File: src/rtl/seq_pkg.sv
// seq_pkg: state encoding and default pattern shared by the 1011 stream generator
package seq_pkg;
  typedef enum logic [1:0] {IDLE, SEND, GAP, DONE} state_e;
  localparam int PAT_W_DEF = 4;
  localparam logic [PAT_W_DEF-1:0] PATTERN_DEF = 4'b1011;
endpackage

File: src/rtl/seq_bit_serializer.sv
// seq_bit_serializer: PAT_W-bit load/shift register with bit index, MSB-first
//  load     in  1  reload PATTERN, first bit appears next cycle
//  shift    in  1  advance to the next pattern bit
//  inv      in  1  invert the bit being shifted into the output position
//  cur_bit  out 1  bit currently on the stream (0 when neither load nor shift)
//  last_bit out 1  current bit is bit 0 of the pattern
//  pre_last out 1  a shift now would present bit 0
module seq_bit_serializer #(
  parameter int PAT_W = 4,
  parameter logic [PAT_W-1:0] PATTERN = 4'b1011
) (
  input  logic clk,
  input  logic rst_n,
  input  logic load,
  input  logic shift,
  input  logic inv,
  output logic cur_bit,
  output logic last_bit,
  output logic pre_last
);
  localparam int IW = $clog2(PAT_W);
  localparam logic [IW-1:0] TOP_IDX = IW'(PAT_W - 1);
  logic [PAT_W-1:0] sh_q, sh_d;
  logic [IW-1:0] bit_idx_q, bit_idx_d;
  // Register clears whenever idle so cur_bit can drive x directly as a flop.
  always_comb begin
    sh_d = load ? PATTERN : shift ? {sh_q[PAT_W-2:0], 1'b0} ^ {inv, {(PAT_W-1){1'b0}}} : '0;
    bit_idx_d = load ? TOP_IDX : shift ? bit_idx_q - IW'(1) : '0;
  end
  always_ff @(posedge clk or negedge rst_n)
    if (!rst_n) begin
      sh_q <= '0;
      bit_idx_q <= '0;
    end else begin
      sh_q <= sh_d;
      bit_idx_q <= bit_idx_d;
    end
  assign cur_bit = sh_q[PAT_W-1];
  assign last_bit = bit_idx_q == '0;
  assign pre_last = bit_idx_q == IW'(1);
endmodule

File: src/rtl/seq_1011_gen.sv
// seq_1011_gen: serializes PATTERN MSB-first rep_cnt times with gap_len zero bits between
//  clk, rst_n          clock, async active-low reset
//  start, abort        run request (IDLE only) / return to IDLE (highest priority)
//  rep_cnt, gap_len    repeat count and inter-pattern gap, latched on start
//  err_inj             only with SEQ_GEN_ERR_INJECT_EN: invert last bit, drop pat_end
//  x, x_valid          serial bit and its qualifier
//  pat_end, busy, done last-bit strobe, run active, end-of-run pulse
module seq_1011_gen
  import seq_pkg::*;
#(
  parameter int PAT_W = PAT_W_DEF,
  parameter logic [PAT_W-1:0] PATTERN = PATTERN_DEF,
  parameter int CNT_W = 8,
  parameter int GAP_W = 4
) (
  input  logic             clk,
  input  logic             rst_n,
  input  logic             start,
  input  logic             abort,
  input  logic [CNT_W-1:0] rep_cnt,
  input  logic [GAP_W-1:0] gap_len,
`ifdef SEQ_GEN_ERR_INJECT_EN
  input  logic             err_inj,
`endif
  output logic             x,
  output logic             x_valid,
  output logic             pat_end,
  output logic             busy,
  output logic             done
);
  state_e state_q, state_d;
  logic [CNT_W-1:0] reps_left_q, reps_left_d;
  logic [GAP_W-1:0] gap_len_q, gap_len_d, gap_ctr_q, gap_ctr_d;
  logic x_valid_q, x_valid_d, pat_end_q, pat_end_d, busy_q, busy_d, done_q, done_d;
  logic load, shift, inv, cur_bit, last_bit, pre_last;
  seq_bit_serializer #(.PAT_W(PAT_W), .PATTERN(PATTERN)) u_ser (
    .clk(clk), .rst_n(rst_n), .load(load), .shift(shift), .inv(inv),
    .cur_bit(cur_bit), .last_bit(last_bit), .pre_last(pre_last)
  );
`ifdef SEQ_GEN_ERR_INJECT_EN
  assign inv = err_inj & shift & pre_last;
`else
  assign inv = 1'b0;
`endif
  always_ff @(posedge clk or negedge rst_n)
    if (!rst_n) begin
      state_q <= IDLE;
      reps_left_q <= '0;
      gap_len_q <= '0;
      gap_ctr_q <= '0;
      x_valid_q <= 1'b0;
      pat_end_q <= 1'b0;
      busy_q <= 1'b0;
      done_q <= 1'b0;
    end else begin
      state_q <= state_d;
      reps_left_q <= reps_left_d;
      gap_len_q <= gap_len_d;
      gap_ctr_q <= gap_ctr_d;
      x_valid_q <= x_valid_d;
      pat_end_q <= pat_end_d;
      busy_q <= busy_d;
      done_q <= done_d;
    end
  // load/shift describe what the serializer presents next cycle, so every
  // output below is computed for the state being entered.
  always_comb begin
    state_d = state_q;
    reps_left_d = reps_left_q;
    gap_len_d = gap_len_q;
    gap_ctr_d = gap_ctr_q;
    load = 1'b0;
    shift = 1'b0;
    case (state_q)
      IDLE: if (start) begin
        reps_left_d = rep_cnt;
        gap_len_d = gap_len;
        load = rep_cnt != '0;
        state_d = load ? SEND : DONE;
      end
      SEND: if (last_bit) begin
        reps_left_d = reps_left_q - CNT_W'(1);
        gap_ctr_d = gap_len_q;
        load = reps_left_q != CNT_W'(1) && gap_len_q == '0;
        state_d = reps_left_q == CNT_W'(1) ? DONE : gap_len_q != '0 ? GAP : SEND;
      end else shift = 1'b1;
      GAP: begin
        load = gap_ctr_q == GAP_W'(1);
        gap_ctr_d = gap_ctr_q - GAP_W'(1);
        state_d = load ? SEND : GAP;
      end
      default: state_d = IDLE;
    endcase
    if (abort) begin
      state_d = IDLE;
      load = 1'b0;
      shift = 1'b0;
    end
  end
  always_comb begin
    x_valid_d = state_d == SEND || state_d == GAP;
    pat_end_d = shift && pre_last && !inv;
    busy_d = state_d != IDLE;
    done_d = state_d == DONE;
  end
  assign x = cur_bit;
  assign x_valid = x_valid_q;
  assign pat_end = pat_end_q;
  assign busy = busy_q;
  assign done = done_q;
endmodule
File: config.mk
export PLATFORM = sky130hd
export DESIGN_NAME = seq_1011_gen
export DESIGN_NICKNAME = d
export VERILOG_FILES = /design/src/rtl/seq_pkg.sv /design/src/rtl/seq_bit_serializer.sv /design/src/rtl/seq_1011_gen.sv
export SDC_FILE = /design/constraint.sdc
export NUM_CORES = 1
export LEC_CHECK = 0
export ABC_CLOCK_PERIOD_IN_PS = 2070
export CAP_MARGIN = 30
export CORE_MARGIN = 3
export CORE_UTILIZATION = 46
export DETAILED_ROUTE_END_ITERATION = 6
export PLACE_DENSITY = 0.69
export SLEW_MARGIN = 20
export SYNTH_ARGS = -nofsm -noshare
export SYNTH_HDL_FRONTEND = slang
export SYNTH_HIERARCHICAL = 1
export SYNTH_SLANG_ARGS = --single-unit
File: constraint.sdc
create_clock -name clk -period 2.07 [get_ports clk]
set_clock_uncertainty 0.2 [all_clocks]
set_input_delay 0.621 -clock clk [delete_from_list [all_inputs] [get_ports clk]]
set_output_delay 0.621 -clock clk [all_outputs]
set_load 0.005 [all_outputs]
==> out/metrics.csv <==
metric,value,unit
drt first pass iters,4,
Worst setup SP type,register,
final net count,217,
critical path capture point type,output port,
Mean Syn Cell Area,9.761,sq um
status,"complete, no violations",
sw frac,0.3617,
dpl hpwl,2.472,mm
synthesized area,0.001572,sq mm
R2R setup slack,80,ps
Flop pwr share,0.456,
Buffers on Ports,20,
n_diodes,0,
Worst path depth,1,
Setup Total Neg Slack,0,ps
initial antenna violation count,0,
Root Buffer Master,clkbuf_4,
Worst R2R Start,reps_left_q[1],
Hold Path Origin,u_ser/sh_q[0],
Die Y,64.45,microns
DP Area,0.001892,sq mm
overall routing resource usage,0.1746,
syn nets,185,
ys flop type,dfrtp_1,
Area Overhead vs Synth,26.11,%
Comb pwr share,0.355,
R2R cell count,8,
core outline area,0.003153,sq mm
Vias,1275,
share of cells above drive strength 1,0.1927,
Post-DRT Antenna Nets,0,
power share of the clock group,0.189,
Pleak,0.9057,nW
number of global-route vias before repair,1295,
DR WL/cell,14.15,microns
Num CTS Buffers,3,
maximum clock rate,499.3,MHz
Starting Density,0.4984,
Hold Crit Class,register to register,
Max Cap Viol,0,
Final Cell Area,0.001982,sq mm
CP Max Fanout,1,
Std-Cell Rows,20,
final setup violation count,0,
CTS max path bufs,2,
async set-reset flop share out of synthesis,1.000,
Int Pwr,0.001220,W
largest net degree at the start of global routing,29,
Worst-Skew Late Latency,330,ps
Gate Count Post-Synth,161,
crit share post-route,0.9676,
CP Class,register to output port,
CTS sink count,28,
fin crit period,2003,ps
max-slew violation count,0,
max incr delay on CP,490,ps
total power,0.001910,W
Crit path max-delay family,buffers and inverters,
Routed WL,3.340,mm
Post-Place Cells,232,
Congestion Overflow GR,0,
post-CTS setup buffer count,0,
CTS tree,yes,
GPL Wtd Cong,0.8259,
H-tree depth,1,
"EDFF count, synth",0,
Initial DRC Count,63,
Hold Path Stages,1,
slowest stage cell on the critical path,clkdlybuf4s50_1,
DR vias/cell,5.403,
crit-path cells,clkdlybuf4s50_1,
Pwr Density,963.9,mW/mm^2
critical path arrival,1180,ps
# DRC,0,
Die W,64.45,microns
Yosys warning count,6,
Final Hold Viols,0,
Worst Setup SP,u_ser/sh_q[3],
first-pass GRT wire length,5.754,mm
distinct cell type count after synthesis,46,
Crit path required time,1250,ps
die area,0.004154,sq mm
P_sw,0.0006909,W
worst vdd ir,0.0005028,V
CP bufs+invs,1,
Seq cells post-synth,28,
sequential share of the synthesized area,0.4459,
Non-Filler Instances,236,
clock transition at the registers of the reported paths,150,ps
I/O pins,21,
cells in the mapped netlist, drive strengths merged, types with 2 or more instances:
cell,instances,area share
dfrtp,28,0.45
nor2,16,0.038
o21ai,12,0.038
inv,11,0.026
nand2,11,0.028
a21oi,9,0.031
ha,8,0.064
buf,7,0.028
nor3,5,0.019
a21o,4,0.019
mux2,4,0.029
mux2i,4,0.025
nand2b,4,0.016
nor4,4,0.025
a211oi,3,0.014
o22ai,3,0.012
a221oi,2,0.011
a22oi,2,0.0096
nand3,2,0.0064
o2bb2ai,2,0.011
xor2,2,0.011
path summary, 6_finish.rpt:
| check | end |
|---|---|
| worst min register to register | u_ser/sh_q[1] |
| min in group asynchronous | u_ser/bit_idx_q[0] |
| worst max register to register | x_valid |
| worst min-delay path | u_ser/sh_q[1] |
| worst max-delay path | x |
| max in group asynchronous | state_q[0] |
metrics by stage:
stage                     hold slack, ps  setup slack, ps  utilization
final                              267.9            67.12       0.6286
after CTS                          277.7            5.620       0.6218
after global placement             232.5           -475.3       0.6000
after global routing               303.9           -14.83       0.6286
after detailed placement           246.0           -509.5       0.6000
after floorplan                    125.4            63.52            -
cells by family after synthesis:
group | after synthesis | share of synthesized area
multiplexers | 8 | 0.05414
buffers and inverters | 19 | 0.05653
XOR/XNOR | 2 | 0.01115
AND/OR/NAND/NOR | 48 | 0.1624
other | 1 | 0.002386
adder cells (fa/ha/maj) | 8 | 0.06370
flip-flops | 28 | 0.4459
AO/OA/AOI/OAI | 47 | 0.2038
final cells by class:
class / count / area, sq um
Clock buffer: 3 / 22.52
Clock inverter: 1 / 30.03
Fill cell: 283 / 1171
Inverter: 11 / 41.29
Multi-Input combinational cell: 114 / 824.5
Sequential cell: 28 / 701.9
Tap cell: 44 / 55.05
Timing Repair Buffer: 35 / 306.5
registers in the layout, summed over array words and instances, names as in the netlist:
signal / count
u_ser/bit_idx_q: 2
gap_ctr_q: 4
state_q: 2
u_ser/sh_q: 4
done: 1
x_valid: 1
gap_len_q: 4
busy: 1
reps_left_q: 8
pat_end: 1
placed cells by master (no fill, tap or decap), drive strengths merged, types with 3 or more instances in the layout:
master	Yosys	routed
a211oi	3	3
buf	7	15
nand2	11	11
inv	11	11
o22ai	3	3
mux2i	4	4
nand2b	4	4
nor2	16	16
o21ai	12	12
nor3	5	5
ha	8	8
nor4	4	4
a21oi	9	9
clkdlybuf4s50	0	12
a21o	4	4
dfrtp	28	28
mux2	4	4
dlygate4sd2	0	7
clkbuf	1	3
repair_timing:
| item | in CTS | in global routing |
|---|---|---|
| hold endpoints to repair | 0 | 0 |
| hold buffers | 0 | 0 |
| endpoints found under the setup margin | 3 | 12 |
| resized for setup | 10 | 5 |
| pin swaps | 5 | 2 |
metal layers:
metal  vias to the layer above  GRT usage  part of all wire
met5                         -          0                 0
met4                         0    0.06860            0.0093
met3                         4    0.03466             0.048
met2                        32     0.2990              0.49
met1                       605     0.2158              0.45
li1                        634          -                 -
power by group through the flow:
stage | logic [W] | registers (W) | clock network [W]
2_1_floorplan | 0.000478 | 0.000823 | 0
3_3_place_gp | 0.000634 | 0.000863 | 0
3_5_place_dp | 0.000661 | 0.000877 | 0
4_1_cts | 0.000671 | 0.000865 | 0.000365
5_1_grt | 0.000774 | 0.000894 | 0.000386
6_report | 0.000678 | 0.000871 | 0.000361
(Power assumes the default switching activity.)
